## config.mk

```make
export PLATFORM = sky130hd
export DESIGN_NAME = cog_ctr_gate
export DESIGN_NICKNAME = d
export VERILOG_FILES = /design/src/rtl/cog_ctr_gate_pkg.sv /design/src/rtl/cog_ctr_gate.sv
export SDC_FILE = /design/constraint.sdc
export NUM_CORES = 1
export LEC_CHECK = 0
export ABC_AREA = 1
export CORE_UTILIZATION = 45
export CTS_BUF_LIST = sky130_fd_sc_hd__clkbuf_16
export DETAILED_ROUTE_END_ITERATION = 8
export DONT_BUFFER_PORTS = 1
export GPL_TIMING_DRIVEN = 0
export PLACE_DENSITY = 0.61
export SETUP_SLACK_MARGIN = 0.02
export SLEW_MARGIN = 10
export SYNTH_ARGS = -nofsm -noshare
export SYNTH_HDL_FRONTEND = slang
export SYNTH_SLANG_ARGS = --single-unit
```

## constraint.sdc

```tcl
create_clock -name clk_cog -period 22.6 [get_ports clk_cog]
set_clock_uncertainty 0.05 [all_clocks]
set_input_delay 4.52 -clock clk_cog [delete_from_list [all_inputs] [get_ports clk_cog]]
set_output_delay 4.52 -clock clk_cog [all_outputs]
set_load 0.1 [all_outputs]
```

## src/rtl/cog_ctr_gate_pkg.sv

```systemverilog
// Shared definitions for the cog counter measurement sequencer: FSM states,
// CTR word field layout, counter mode codes and the strobe bundle driven to cog_ctr.
package cog_ctr_gate_pkg;

  typedef enum logic [3:0] {
    ST_OFF  = 4'd0,
    ST_IDLE = 4'd1,
    ST_CLR  = 4'd2,
    ST_FRQ  = 4'd3,
    ST_PHS  = 4'd4,
    ST_ARM  = 4'd5,
    ST_RUN  = 4'd6,
    ST_STOP = 4'd7,
    ST_CAPT = 4'd8
  } gate_state_e;

  localparam int unsigned CTR_MODE_LSB   = 26;
  localparam int unsigned CTR_MODE_W     = 5;
  localparam int unsigned CTR_PLLDIV_LSB = 23;
  localparam int unsigned CTR_BPIN_LSB   = 9;
  localparam int unsigned CTR_APIN_LSB   = 0;

  localparam logic [4:0] MODE_OFF         = 5'd0;
  localparam logic [4:0] MODE_PLL_INT     = 5'd1;
  localparam logic [4:0] MODE_PLL_SINGLE  = 5'd2;
  localparam logic [4:0] MODE_PLL_DIFF    = 5'd3;
  localparam logic [4:0] MODE_NCO_SINGLE  = 5'd4;
  localparam logic [4:0] MODE_NCO_DIFF    = 5'd5;
  localparam logic [4:0] MODE_DUTY_SINGLE = 5'd6;
  localparam logic [4:0] MODE_DUTY_DIFF   = 5'd7;
  localparam logic [4:0] MODE_POS         = 5'd8;
  localparam logic [4:0] MODE_POS_FB      = 5'd9;
  localparam logic [4:0] MODE_POSEDGE     = 5'd10;
  localparam logic [4:0] MODE_POSEDGE_FB  = 5'd11;

  // Writing this CTR word halts the counter (mode field OFF).
  localparam logic [31:0] CTR_WORD_OFF = 32'd0;

  typedef struct packed {
    logic        setctr;
    logic        setfrq;
    logic        setphs;
    logic [31:0] data;
  } ctr_drive_t;

  localparam ctr_drive_t DRIVE_NONE = '{setctr: 1'b0, setfrq: 1'b0, setphs: 1'b0, data: 32'd0};

  // Assemble a CTR word: mode in [30:26], PLLDIV [25:23], BPIN [14:9], APIN [5:0].
  function automatic logic [31:0] ctr_word(input logic [4:0] mode_code,
                                           input logic [2:0] plldiv,
                                           input logic [5:0] bpin,
                                           input logic [5:0] apin);
    return {1'b0, mode_code, plldiv, 8'd0, bpin, 3'd0, apin};
  endfunction

  function automatic logic [4:0] ctr_mode_field(input logic [31:0] ctr_w);
    return ctr_w[CTR_MODE_LSB +: CTR_MODE_W];
  endfunction

endpackage

```

## src/rtl/cog_ctr_gate.sv

```systemverilog
// Gated-measurement sequencer for one cog_ctr: programs CTR/FRQ/PHS, lets the
// counter accumulate for max(gate_len,1) edges, stops it and captures PHS.
module cog_ctr_gate
  import cog_ctr_gate_pkg::*;
#(
  parameter int GW = 32
) (
  input  logic          clk_cog,
  input  logic          res,
  input  logic          req,
  output logic          ack,
  input  logic [31:0]   mode,
  input  logic [31:0]   frq_val,
  input  logic [31:0]   phs_init,
  input  logic [GW-1:0] gate_len,
  input  logic          abort,
  input  logic [32:0]   phs_in,
  output logic          setctr,
  output logic          setfrq,
  output logic          setphs,
  output logic [31:0]   data,
  output logic          busy,
  output logic          done,
  output logic          aborted,
  output logic [32:0]   result
);

  localparam logic [GW-1:0] GCNT_ZERO = {GW{1'b0}};
  localparam logic [GW-1:0] GCNT_ONE  = {{(GW-1){1'b0}}, 1'b1};

  gate_state_e   state_q, state_d, fsm_next_s;
  logic [GW-1:0] gcnt_q, gcnt_d;
  logic [GW-1:0] gate_q;
  logic [31:0]   mode_q, frq_q, phs_init_q;
  ctr_drive_t    drv_q;
  logic          busy_q, done_q, aborted_q;
  logic [32:0]   result_q;
  logic          accept_s, abortable_s, abort_take_s;

  // Strobe/data pattern presented to cog_ctr while the FSM sits in a given state.
  function automatic ctr_drive_t drive_for(input gate_state_e st,
                                           input logic [31:0] mode_w,
                                           input logic [31:0] frq_w,
                                           input logic [31:0] phs_w);
    ctr_drive_t d;
    d = DRIVE_NONE;
    case (st)
      ST_OFF, ST_CLR, ST_STOP: begin
        d.setctr = 1'b1;
        d.data   = CTR_WORD_OFF;
      end
      ST_FRQ: begin
        d.setfrq = 1'b1;
        d.data   = frq_w;
      end
      ST_PHS: begin
        d.setphs = 1'b1;
        d.data   = phs_w;
      end
      ST_ARM: begin
        d.setctr = 1'b1;
        d.data   = mode_w;
      end
      default: d = DRIVE_NONE;
    endcase
    return d;
  endfunction

  assign accept_s     = req && (state_q == ST_IDLE) && !res;
  assign abortable_s  = (state_q == ST_CLR) || (state_q == ST_FRQ) || (state_q == ST_PHS) ||
                        (state_q == ST_ARM) || (state_q == ST_RUN) || (state_q == ST_STOP);
  assign abort_take_s = abort && abortable_s;

  // Next-state and gate down-counter; RUN lasts exactly gcnt cycles.
  always_comb begin
    fsm_next_s = state_q;
    gcnt_d     = gcnt_q;
    case (state_q)
      ST_OFF:  fsm_next_s = ST_IDLE;
      ST_IDLE: begin
        if (req) begin
          fsm_next_s = ST_CLR;
        end else begin
          fsm_next_s = ST_IDLE;
        end
      end
      ST_CLR:  fsm_next_s = ST_FRQ;
      ST_FRQ:  fsm_next_s = ST_PHS;
      ST_PHS: begin
        fsm_next_s = ST_ARM;
        if (gate_q == GCNT_ZERO) begin
          gcnt_d = GCNT_ZERO;
        end else begin
          gcnt_d = gate_q - GCNT_ONE;
        end
      end
      ST_ARM: begin
        if (gcnt_q != GCNT_ZERO) begin
          fsm_next_s = ST_RUN;
        end else begin
          fsm_next_s = ST_STOP;
        end
      end
      ST_RUN: begin
        gcnt_d = gcnt_q - GCNT_ONE;
        if (gcnt_q <= GCNT_ONE) begin
          fsm_next_s = ST_STOP;
        end else begin
          fsm_next_s = ST_RUN;
        end
      end
      ST_STOP: fsm_next_s = ST_CAPT;
      ST_CAPT: fsm_next_s = ST_IDLE;
      default: fsm_next_s = ST_OFF;
    endcase

    if (abort_take_s) begin
      state_d = ST_OFF;
    end else begin
      state_d = fsm_next_s;
    end
  end

  // State, operand latches and all registered outputs; outputs track the state being entered.
  always_ff @(posedge clk_cog) begin
    if (res) begin
      state_q   <= ST_OFF;
      gcnt_q    <= GCNT_ZERO;
      drv_q     <= drive_for(ST_OFF, 32'd0, 32'd0, 32'd0);
      busy_q    <= 1'b1;
      done_q    <= 1'b0;
      aborted_q <= 1'b0;
      result_q  <= 33'd0;
    end else begin
      state_q <= state_d;
      gcnt_q  <= gcnt_d;
      drv_q   <= drive_for(state_d, mode_q, frq_q, phs_init_q);
      busy_q  <= (state_d != ST_IDLE);
      if (accept_s) begin
        mode_q     <= mode;
        frq_q      <= frq_val;
        phs_init_q <= phs_init;
        gate_q     <= gate_len;
      end
      if (abort_take_s) begin
        done_q    <= 1'b1;
        aborted_q <= 1'b1;
      end else if (state_q == ST_CAPT) begin
        done_q    <= 1'b1;
        aborted_q <= 1'b0;
        result_q  <= phs_in;
      end else begin
        done_q    <= 1'b0;
      end
    end
  end

  assign ack     = accept_s;
  assign setctr  = drv_q.setctr;
  assign setfrq  = drv_q.setfrq;
  assign setphs  = drv_q.setphs;
  assign data    = drv_q.data;
  assign busy    = busy_q;
  assign done    = done_q;
  assign aborted = aborted_q;
  assign result  = result_q;

endmodule

```

## After elaboration in Yosys (flattened, before gate mapping)

Cells that the tools add are included.

| word-level totals | value |
|---|---|
| bits in registers | 235 |
| output and inout bits | 72 |

| operators by class | value |
|---|---|
| $add $sub $neg | 2 |
| $lt $le $gt $ge | 1 |
| eq/ne operators | 14 |
| mux-type cells | 15 |
| bitwise gates (word level) | 2 |
| reductions and logical operators | 19 |

Operators with widths:

| kind | count |
|---|---|
| one-hot mux 32 bit (3 select lines) | 1 |
| one-hot mux 32 bit (2 select lines) | 1 |
| subtractor 32 x 1 -> 32 bit, second input constant | 2 |
| <= comparator 32 x 1 -> 1 bit, second input constant | 1 |
| logical NOT 32 bit | 1 |
| two-way mux 32 bit | 1 |
| one-hot mux 4 bit (8 select lines) | 1 |
| nonzero test 32 bit | 1 |
| == test 4 x 3 -> 1 bit, second input constant | 7 |
| == test 4 x 2 -> 1 bit, second input constant | 4 |
| two-way mux 1 bit | 9 |
| logical NOT 4 bit | 2 |
| logical OR 1 bit | 5 |
| == test 4 x 1 -> 1 bit, second input constant | 1 |
| == test 4 bit, second input constant | 1 |
| two-way mux 4 bit | 1 |
| inequality test 4 x 1 -> 1 bit, second input constant | 1 |
| AND reduction 2 bit | 2 |
| nonzero test 2 bit | 2 |
| OR reduction 4 bit | 1 |
| logical AND 1 bit | 3 |
| two-way mux 2 bit | 1 |
| NOT 1 bit | 2 |
| OR reduction 2 bit | 1 |
| logical NOT 1 bit | 1 |

## Depth between registers and ports, before layout

Gate-level depths: netlist of run 1.

| logic depth | value |
|---|---|
| depth in word-level cells | 11 |
| mapped depth | 14 |

## Least setup slack after synthesis of run 1

OpenSTA, ideal clock, no wires.

| timing path | value |
|---|---|
| path type | input to output |
| start point | in res |
| end point | out ack |
| arrival | 11.437 ns |
| data required time | 18.030 ns |
| path slack | 6.593 ns |
| stages on the path | 3 |
| path buffers | 2 |
| cell sequence | clkbuf_1 clkbuf_1 nor2_1 |

| between the ends | value |
|---|---|
| cells in the longest elaborated chain, start to end | 2 |

RTL lines:

| element | RTL line | source |
|---|---|---|
| start, declared | cog_ctr_gate.sv:9 | `input logic res,` |
| logical NOT 1 bit | cog_ctr_gate.sv:69 | `assign accept_s = req && (state_q == ST_IDLE) && !res;` |
| logical AND 1 bit | cog_ctr_gate.sv:69 |  |
| end, declared | cog_ctr_gate.sv:11 | `output logic ack,` |

No other way between the ends.

## Final worst setup path of run 1

Same ends and word-level chain as after synthesis.

==> results of run 1 <==
## how the worst min path moves through the flow
stage                          start    endpoint  cells after the start
after floorplan            gate_q[0]   gcnt_q[0]                      3
after global placement    gcnt_q[10]  gcnt_q[10]                      2
after detailed placement  gcnt_q[10]  gcnt_q[10]                      2
after CTS                 gcnt_q[10]  gcnt_q[10]                      2
after global routing      gcnt_q[10]  gcnt_q[10]                      2
final                     gcnt_q[10]  gcnt_q[10]                      2
## final cells by class
type	instances	share of cell area [%]
inverter	112	3.64
multi-input combinational	775	31.1
clock buffer	26	5.63
tap	280	3.03
buffer	46	2.05
sequential	235	51.8
timing repair buffer	5	1.06
clock inverter	22	1.67
antenna	1	0.0217
## critical path, stage by stage
cell      delay, ps
clkbuf_1        150
clkbuf_1        330
nor2_4          640
buf_16          250
buf_12          220
## stage by stage
stage / power (W) / util (%) / cells / hold slack, ps / instance area, µm²
2_1_floorplan: 0.000766 / - / 1168 / 454 / 10200
3_3_place_gp: 0.000831 / 48.0 / 1448 / 496 / 10600
3_5_place_dp: 0.000832 / 48.6 / 1453 / 508 / 10700
4_1_cts: 0.00124 / 52.4 / 1501 / 514 / 11500
5_1_grt: 0.00129 / 52.4 / 1502 / 551 / 11500
6_report: 0.00123 / 52.4 / 1502 / 520 / 11500
## flip-flops by register name, summed over array words and instances, names as in the netlist, 4 cells and up
signal,count
frq_q,32
mode_q,32
gate_q,32
data,32
state_q,4
gcnt_q,32
phs_init_q,32
result,33
## synthesized netlist by cell type, types with 9 or more instances
cell,number
clkbuf_1,22
nand4_1,13
nand3_1,111
a31oi_1,15
nand2_1,162
nor3_1,10
dfxtp_1,107
buf_4,11
buf_2,12
o21ai_0,74
edfxtp_1,128
a21oi_1,30
xor2_1,22
xnor2_1,9
inv_1,106
nor2_1,293
## cells by family after synthesis
family	Yosys count	share of synthesized area, %
and+or+nand+nor	613	25.3
DFF	235	58.6
buffers and inverters	158	6.43
AOI/OAI and AO/OA	127	6.56
xor gates and xnor gates	31	2.66
adders and majority gates	4	0.490
## cell usage in the layout, fill, tap and decap left out, types with 13 or more instances in the layout
master     instances
a21oi_1           30
a31oi_1           15
clkbuf_1          22
clkbuf_16         26
dfxtp_1          107
edfxtp_1         128
inv_1            108
nand2_1          162
nand3_1          111
nand4_1           13
nor2_1           292
o21ai_0           74
xor2_1            22
## report_power, final
group / switching [W] / total, W / internal [W]
Combinational: 0.000162 / 0.000237 / 0.0000752
Clock: 0.000174 / 0.000409 / 0.000235
Sequential: 0.0000998 / 0.000587 / 0.000487
Total: 0.000436 / 0.00123 / 0.000797
## routing by layer
layer / vias to the layer above / GRT usage [%] / wire length, µm
li1: 3896 / - / -
met4: 0 / 7.02 / 689
met3: 46 / 6.91 / 2290
met1: 3507 / 26.8 / 10500
met2: 294 / 34.9 / 11600
met5: - / 0 / 0
==> out/metrics.yaml, run 1 <==
floorplan:
  dieWidth_um: 153
  core_area_um2: 22000
  die_y_um: 153
  initial_core_util_pct: 46.4
  num_rows: 54
  io_pins: 237
  dieArea_um2: 23300
worst_setup_path:
  endpoint: "ack"
  r2r-start: "state_q[2]"
  r2r_cells: 5
  cp-startpoint: "res"
  cp_max_fo: 20
  r2r_slack_ps: 20190
  required_ps: 18030
  cp-end-kind: "primary output"
  r2r-end: "mode_q[7]"
  path_class: "input port to primary output"
  arrival_ps: 6130
  cp-start-kind: "input port"
global_routing:
  antenna_found_initial: 2
  overflow: 0
  grt_max_degree: 35
  grt_pass1_wl_mm: 39.2
  first_global_vias: 7400
  grt_use_total_pct: 21.4
synth:
  yosys_most_used_dff: "edfxtp_1"
  syn-instance-count: 1168
  ys_ff_latch: 235
  synth.top_cell.area_share_pct: 37.6
  ys_warn_count: 0
  syn_nets: 1337
  yosys-top-cells-area: "edfxtp_1, dfxtp_1, nor2_1"
  synth-seq-area-share_pct: 58.6
  async_flop_share_pct: 0
  synth.largest_area_cell: "edfxtp_1"
  syn_area_per_cell_um2: 8.75
  synth_cell_types: 35
  synth_edf_count: 128
  netlist_area_um2: 10200
route:
  drtIter0Drc: 607
  wl_per_cell_um: 16.7
  route.vias.total: 7743
  drc: 13
  ant_nets: 0
  via_per_inst: 5.16
  routed_wl_mm: 25.0
  drt_first_pass_iters: 7
placed_design:
  io_buffer_count: 0
  hpwl_mm: 18.6
  gp_congestion: 0.890
  place_ws_ps: 11860
outcome:
  violations: "design-rule violations"
  status: "finished with violations"
timing:
  max_slew_margin_pct: 31.7
  worst_slack_ps: 11900
  finalSetupViolCount: 0
  drv_slew: 0
  fin_crit_sh_pct: 47.4
  fmax_mhz: 93.4
  worst_pin_slew_ps: 1020
  hold_viol: 0
  fin_setup_tns_ps: 0
  rsz0062_at_grt: "false"
  fin_crit_ps: 10700
clock_network:
  post_cts_buffers: 0
  clock-sinks: 235
  ctsHtreeMaxLevel: 1
  cts.path.max_buffers: 3
  cts_tree: "built"
  clk_pin_slew_worst_paths_ps: 60
  clock-root-buffer: "clkbuf_16"
  cts_buffers: 26
  clk_latency_ps: 540
  holdBufCountCts: 0
  ctsResizeCount: 0
min_path:
  hold_class: "flip-flop to flip-flop"
pwr:
  powerDensity_nw_per_um2: 107
  ir_worst_vdd_mv: 0.0870
  leakage_nw: 4.82
cells_and_area:
  drive_gt1_share_pct: 8.03
  multi_input_area_um2: 3590
  nets: 1370
  regArea_um2: 5990
  fill_cells: 2064
  area_growth_pct: 13.0
job:
  maxCapViolations: 0
Power figures use the tool's default switching activity.
==> run 2, diff against run 1 <==
--- a/config.mk
+++ b/config.mk
@@ -5,7 +5,7 @@
 export SDC_FILE = /design/constraint.sdc
 export NUM_CORES = 1
 export LEC_CHECK = 0
-export ABC_AREA = 1
+export ABC_AREA = 0
 export CORE_UTILIZATION = 45
 export CTS_BUF_LIST = sky130_fd_sc_hd__clkbuf_16
 export DETAILED_ROUTE_END_ITERATION = 8
==> constraint.sdc (replaced) <==
create_clock -name clk_cog -period 11 [get_ports clk_cog]
set_clock_uncertainty 0.05 [all_clocks]
set_input_delay 2.2 -clock clk_cog [delete_from_list [all_inputs] [get_ports clk_cog]]
set_output_delay 2.2 -clock clk_cog [all_outputs]
set_load 0.1 [all_outputs]
==> run 2 against run 1 <==
The flow now finishes without violations. Clock power rose by 94%. First-iteration DRC count is 34% lower. Critical path depth rose by 4. Sequential share of layout area is 4.3 points higher. Routed wire length shrank 11%. Synthesized area shrank 8.5%. Combinational power decreased by 65%. Final cell count down 25%. Hold slack got worse by 110 ps. Cell area decreased by 7.7%. Setup slack got worse by 7900 ps. Global-route usage fell by 1.1 points. Critical path type unchanged. Critical endpoint unchanged. Largest cell class unchanged.
==> out/metrics.yaml, run 2 <==
clock_network:
  ctsResizeCount: 0  # unchanged
  clk_latency_ps: 540  # about the same
  ctsHtreeMaxLevel: 1  # unchanged
  post_cts_buffers: 0  # unchanged
  clk_pin_slew_worst_paths_ps: 70  # about the same
  cts_tree: "built"
  clock-root-buffer: "clkbuf_16"
  holdBufCountCts: 0  # unchanged
  cts.path.max_buffers: 3  # unchanged
  cts_buffers: 25  # -3.8%
  clock-sinks: 235  # unchanged
pwr:
  powerDensity_nw_per_um2: 179  # +67%
  combinationalPowerShare_pct: 4.4  # -15 points
  ir_worst_vdd_mv: 0.141  # +62%
  p_clk_share_pct: 41.8  # +8.6 points
  power_frac_seq_pct: 53.8  # +6.2 points
  internal_power_w: 0.00144  # +80%
  power.switching_w: 0.000464  # +6.4%
  switching_share_pct: 24.4  # -11 points
  leakage_nw: 3.59  # -26%
placed_design:
  gp_congestion: 0.904  # +1.5%
  hpwl_mm: 16.3  # -12%
  dp.cells: 1085  # -25%
  io_buffer_count: 0  # unchanged
  place_ws_ps: 3970  # -7900 ps
floorplan:
  io_pins: 237  # unchanged
  core_area_um2: 20300  # -7.8%
  num_rows: 52  # -3.7%
  dieArea_um2: 21400  # -8.4%
  dieWidth_um: 146  # -4.3%
  die_y_um: 146  # -4.3%
  initial_core_util_pct: 46.1  # -0.32 points
timing:
  hold_viol: 0  # unchanged
  rsz0062_at_grt: "false"
  finalSetupViolCount: 0  # unchanged
  max_slew_margin_pct: 32.2  # +0.48 points
  fmax_mhz: 143
  fin_crit_ps: 6980
  fin_setup_tns_ps: 0  # unchanged
  worst_pin_slew_ps: 1020  # -7.14 ps
  holdWs_ps: 412  # -108 ps
  worst_slack_ps: 4020  # -7880 ps
  fin_crit_sh_pct: 63.5
  drv_slew: 0  # unchanged
global_routing:
  overflow: 0  # unchanged
  met3_usage_pct: 6.97  # +0.057 points
  antenna_found_initial: 1  # -1
  grt_use_met1_pct: 23.7  # -3.1 points
  first_global_vias: 6349  # -14%
  grt_use_total_pct: 20.2  # -1.1 points
  grt_pass1_wl_mm: 33.9  # -13%
  grt_max_degree: 17  # -51%
  top_usage_layer: "met2"
  use_met2_pct: 34.7  # -0.17 points
synth:
  async_flop_share_pct: 0  # unchanged
  syn-instance-count: 803  # -31%
  synth_edf_count: 128  # unchanged
  synth-seq-area-share_pct: 64.0  # +5.4 points
  syn_nets: 972  # -27%
  synth.top_cell.area_share_pct: 41.1  # +3.5 points
  synth_cell_types: 67  # +91%
  syn_area_per_cell_um2: 11.7  # +33%
  synth_most_common_cell: "edfxtp_1"
  ys_ff_latch: 235  # unchanged
  ys_warn_count: 0  # unchanged
  yosys_most_used_dff: "edfxtp_1"
  ys_top_cells_by_count: "edfxtp_1, dfxtp_1, nand2_1"
  netlist_area_um2: 9360  # -8.5%
  synth.largest_area_cell: "edfxtp_1"
  yosys-top-cells-area: "edfxtp_1, dfxtp_1, nand2_1"
worst_setup_path:
  cp_max_fo: 15  # -25%
  r2r_cells: 9  # +4
  cpMaxStageDelayCell: "nor4_4"
  cpMostUsedCell: "buf_6"
  crit_path_max_incr_delay_ps: 790  # +150 ps
  r2r-start: "state_q[1]"
  cp-end-kind: "primary output"
  cp-startpoint: "res"
  cp-start-kind: "input port"
  path_class: "input port to primary output"
  crit_chain: "clkbuf_1, or2_2, clkbuf_1, nor4_4, buf_6, buf_6, buf_6, buf_6, buf_16"
  r2r-end: "mode_q[19]"
  r2r_slack_ps: 7720  # -12470 ps
  arrival_ps: 4730  # -1400 ps
  required_ps: 8750  # -9280 ps
min_path:
  min_to: "data[12]"
  hold_class: "flip-flop to flip-flop"
  hold_depth: 1  # -1
  min_from: "mode_q[12]"
cells_and_area:
  area_growth_pct: 13.9
  largest_reg_flops: 33  # unchanged
  layout_commonest_cell: "edfxtp_1"
  layout.cells.non_filler: 1132  # -25%
  fin_util_pct: 52.5  # +0.058 points
  drive_gt1_share_pct: 8.94  # +0.92 points
  nets: 1011  # -26%
  layout_common_cells: "edfxtp_1, dfxtp_1, nand2_1"
route:
  route.vias.total: 6519  # -16%
  ant_nets: 0  # unchanged
  drt_first_pass_iters: 5  # -2
  drc: 0  # -13
  drtIter0Drc: 400  # -34%
  wl_per_cell_um: 19.7  # +18%
  routed_wl_mm: 22.3  # -11%
  via_per_inst: 5.76  # +12%
job:
  maxCapViolations: 0  # unchanged
outcome:
  status: "complete, no violations"
## run 2: worst max-delay path: cells and delay by family
| family | cells | cell delay [ps] |
|---|---|---|
| buffers and inverters | 7 | 1380 |
| AND/OR/NAND/NOR | 2 | 1140 |
## run 2: final cells by class
type,instances,area [µm²]
Timing Repair Buffer,12,155
Buffer,43,199
Clock buffer,26,651
Fill cell,1738,9650
Clock inverter,20,138
Tap cell,270,338
Inverter,11,41.3
Multi-Input combinational cell,514,3140
Sequential cell,235,5990
Antenna cell,1,2.50
## run 2: how the worst max path moves through the flow
| stage | slack [ps] | cells after the start | endpoint |
|---|---|---|---|
| 2_1_floorplan | 1000 | 4 | ack |
| 3_3_place_gp | -340 | 4 | ack |
| 6_report | 4020 | 9 | ack |
| 4_1_cts | 3950 | 9 | ack |
| 5_1_grt | 3850 | 9 | ack |
| 3_5_place_dp | 3970 | 9 | ack |
## run 2: per-layer routing
metal | vias up | part of all wire, %
met3 | 45 | 11
met5 | - | 0
met4 | 0 | 2.4
li1 | 3065 | -
met1 | 3068 | 39
met2 | 341 | 48
## run 2: power groups by stage
stage	registers, W	logic, W	clock network (W)
finish	0.00102	0.0000838	0.000794
global route	0.00103	0.0000909	0.000841
CTS	0.00102	0.0000837	0.000810
detailed placement	0.00104	0.0000833	0
global placement	0.00105	0.0000760	0
floorplan	0.00104	0.0000588	0
## run 2: logic make-up after synthesis
logic type,after synthesis,share of synthesized area [%]
multiplexers,3,0.334
AO/OA/AOI/OAI,175,13.2
buffers and inverters,54,2.57
flip-flops,235,64.0
XOR/XNOR,28,2.62
AND/OR/NAND/NOR,304,16.7
adder cells (fa/ha/maj),4,0.535
## run 2: through the flow
step / instance area, µm² / total power [W]
3_5_place_dp: 9860 / 0.00113
6_report: 10700 / 0.00190
5_1_grt: 10700 / 0.00196
4_1_cts: 10700 / 0.00192
3_3_place_gp: 9710 / 0.00112
2_1_floorplan: 9370 / 0.00110
==> run 3, diff against run 2 <==
--- a/config.mk
+++ b/config.mk
@@ -5,7 +5,7 @@
 export SDC_FILE = /design/constraint.sdc
 export NUM_CORES = 1
 export LEC_CHECK = 0
-export ABC_AREA = 0
+export ABC_AREA = 1
 export CORE_UTILIZATION = 45
 export CTS_BUF_LIST = sky130_fd_sc_hd__clkbuf_16
 export DETAILED_ROUTE_END_ITERATION = 8
==> constraint.sdc (replaced) <==
create_clock -name clk_cog -period 6.8 [get_ports clk_cog]
set_clock_uncertainty 0.05 [all_clocks]
set_input_delay 1.36 -clock clk_cog [delete_from_list [all_inputs] [get_ports clk_cog]]
set_output_delay 1.36 -clock clk_cog [all_outputs]
set_load 0.1 [all_outputs]
==> run 3 against run 2 <==
Critical path depth down 4. Utilization is essentially flat. Flip-flop and latch count unchanged. Hold slack gained 110 ps. Cell area up 8.5%. Power grew 120%. The run now ends with design-rule violations left. Via count up 19%. Largest power group unchanged. Count of clock-buffer cells in the layout increased by 1. Critical path type unchanged. Setup slack got worse by 1700 ps. Sequential power up 91%. Clock power up 74%.
==> out/metrics.yaml, run 3 (synthesis gave the netlist of run 1 again) <==
outcome:
  status: "finished with violations"
  violations: "design-rule violations"
worst_setup_path:
  cp-start-kind: "input port"
  crit_chain: "clkbuf_1, clkbuf_1, nor2_4, buf_12, buf_12"
  arrival_ps: 3050  # -1680 ps
  r2r_slack_ps: 4410  # -3310 ps
  path_buf_inv: 4  # -3
  r2r_cells: 6  # -3
  crit_family: "buffers and inverters"
  required_ps: 5390  # -3360 ps
  path_depth: 5  # -4
  cp_max_fo: 24  # +9
  cp-end-kind: "primary output"
  path_class: "input port to primary output"
  cpMaxStageDelayCell: "nor2_4"
  crit_path_max_incr_delay_ps: 670  # -120 ps
route:
  drt_first_pass_iters: 7  # +2
  via_per_inst: 5.16  # -10%
  route.vias.total: 7748  # +19%
  wl_per_cell_um: 16.9  # -14%
  routed_wl_mm: 25.3  # +14%
  ant_nets: 0  # unchanged
  drc: 24  # +24
  drtIter0Drc: 573  # +43%
floorplan:
  initial_core_util_pct: 46.4  # +0.32 points
  io_pins: 237  # unchanged
  dieWidth_um: 153  # +4.5%
  dieArea_um2: 23300  # +9.1%
  die_y_um: 153  # +4.5%
  num_rows: 54  # +3.8%
  core_area_um2: 22000  # +8.5%
timing:
  worst_pin_slew_ps: 1040  # +27.5 ps
  fin_setup_tns_ps: 0  # unchanged
  max_slew_margin_pct: 30.3  # -1.8 points
  finalSetupViolCount: 0  # unchanged
  hold_viol: 0  # unchanged
  drv_slew: 0  # unchanged
  fin_crit_sh_pct: 65.6
  rsz0062_at_grt: "false"
  fmax_mhz: 224
  fin_crit_ps: 4460
  holdWs_ps: 524  # +112 ps
global_routing:
  first_global_vias: 7292  # +15%
  grt_max_degree: 32  # +15
  grt_use_total_pct: 21.4  # +1.2 points
  grt_pass1_wl_mm: 39.1  # +15%
  overflow: 0  # unchanged
  antenna_found_initial: 2  # +1
pwr:
  ir_worst_vdd_mv: 0.251  # +78%
  leakage_nw: 4.82  # +34%
  powerDensity_nw_per_um2: 357  # +100%
clock_network:
  post_cts_buffers: 0  # unchanged
  cts_buffers: 26  # +4.0%
  cts.path.max_buffers: 3  # unchanged
  cts_tree: "built"
  clock-sinks: 235  # unchanged
  ctsResizeCount: 0  # unchanged
  clk_latency_ps: 550  # about the same
  clock-root-buffer: "clkbuf_16"
  holdBufCountCts: 0  # unchanged
  clk_pin_slew_worst_paths_ps: 60  # about the same
  ctsHtreeMaxLevel: 1  # unchanged
placed_design:
  gp_congestion: 0.912  # +0.97%
  io_buffer_count: 0  # unchanged
  hpwl_mm: 18.8  # +15%
cells_and_area:
  nets: 1370  # +36%
  fin_util_pct: 52.5  # about the same
  drive_gt1_share_pct: 8.03  # -0.92 points
  layout_commonest_cell: "nor2_1"
  area_growth_pct: 13.1
  largest_reg_flops: 33  # unchanged
  layout_common_cells: "nor2_1, nand2_1, edfxtp_1"
job:
  maxCapViolations: 0  # unchanged
min_path:
  hold_class: "flip-flop to flip-flop"
  hold_depth: 4  # +3
==> run 3: final cells by class <==
cell class / count / area (µm²)
clock buffers: 27 / 676
repair buffers: 5 / 115
diodes: 2 / 5.00
inverters: 112 / 420
plain buffers: 46 / 236
flip-flops and latches: 235 / 5990
multi-input cells: 775 / 3590
clock inverters: 21 / 186
fillers: 2056 / 10500
well taps: 280 / 350
==> run 3: worst register-to-register path: stages, from the launching register on <==
cell and delay, ps:
dfxtp_1 300, buf_4 170, inv_1 160, nand4_1 270
nor2_4 640, buf_12 270, buf_12 230
==> run 3: power breakdown <==
part           internal [W]  total [W]  switching, W
logic              0.000249   0.000794      0.000545
registers           0.00162    0.00195      0.000332
clock network      0.000802    0.00138      0.000580
total               0.00267    0.00413       0.00146
==> run 3: layer usage <==
metal | up-vias | GRT usage, % | part of all wire (%)
met3 | 44 | 6.83 | 8.5
met1 | 3552 | 26.6 | 43
met2 | 265 | 35.7 | 46
li1 | 3887 | - | -
met5 | - | 0 | 0
met4 | 0 | 6.30 | 2.5
==> run 3: per-stage QoR <==
step           instances  total power (W)  worst slack (ps)  cell area [µm²]
2_1_floorplan       1168          0.00254              1330            10200
3_3_place_gp        1448          0.00275               429            10600
3_5_place_dp        1453          0.00276              2310            10700
4_1_cts             1501          0.00415              2310            11600
5_1_grt             1502          0.00431              2220            11600
6_report            1503          0.00413              2340            11600
==> run 3: final timing paths <==
kind,start,to
max reg2reg,state_q[1],mode_q[12]
max,res,ack
min reg2reg,phs_init_q[1],data[1]
min,phs_init_q[1],data[1]
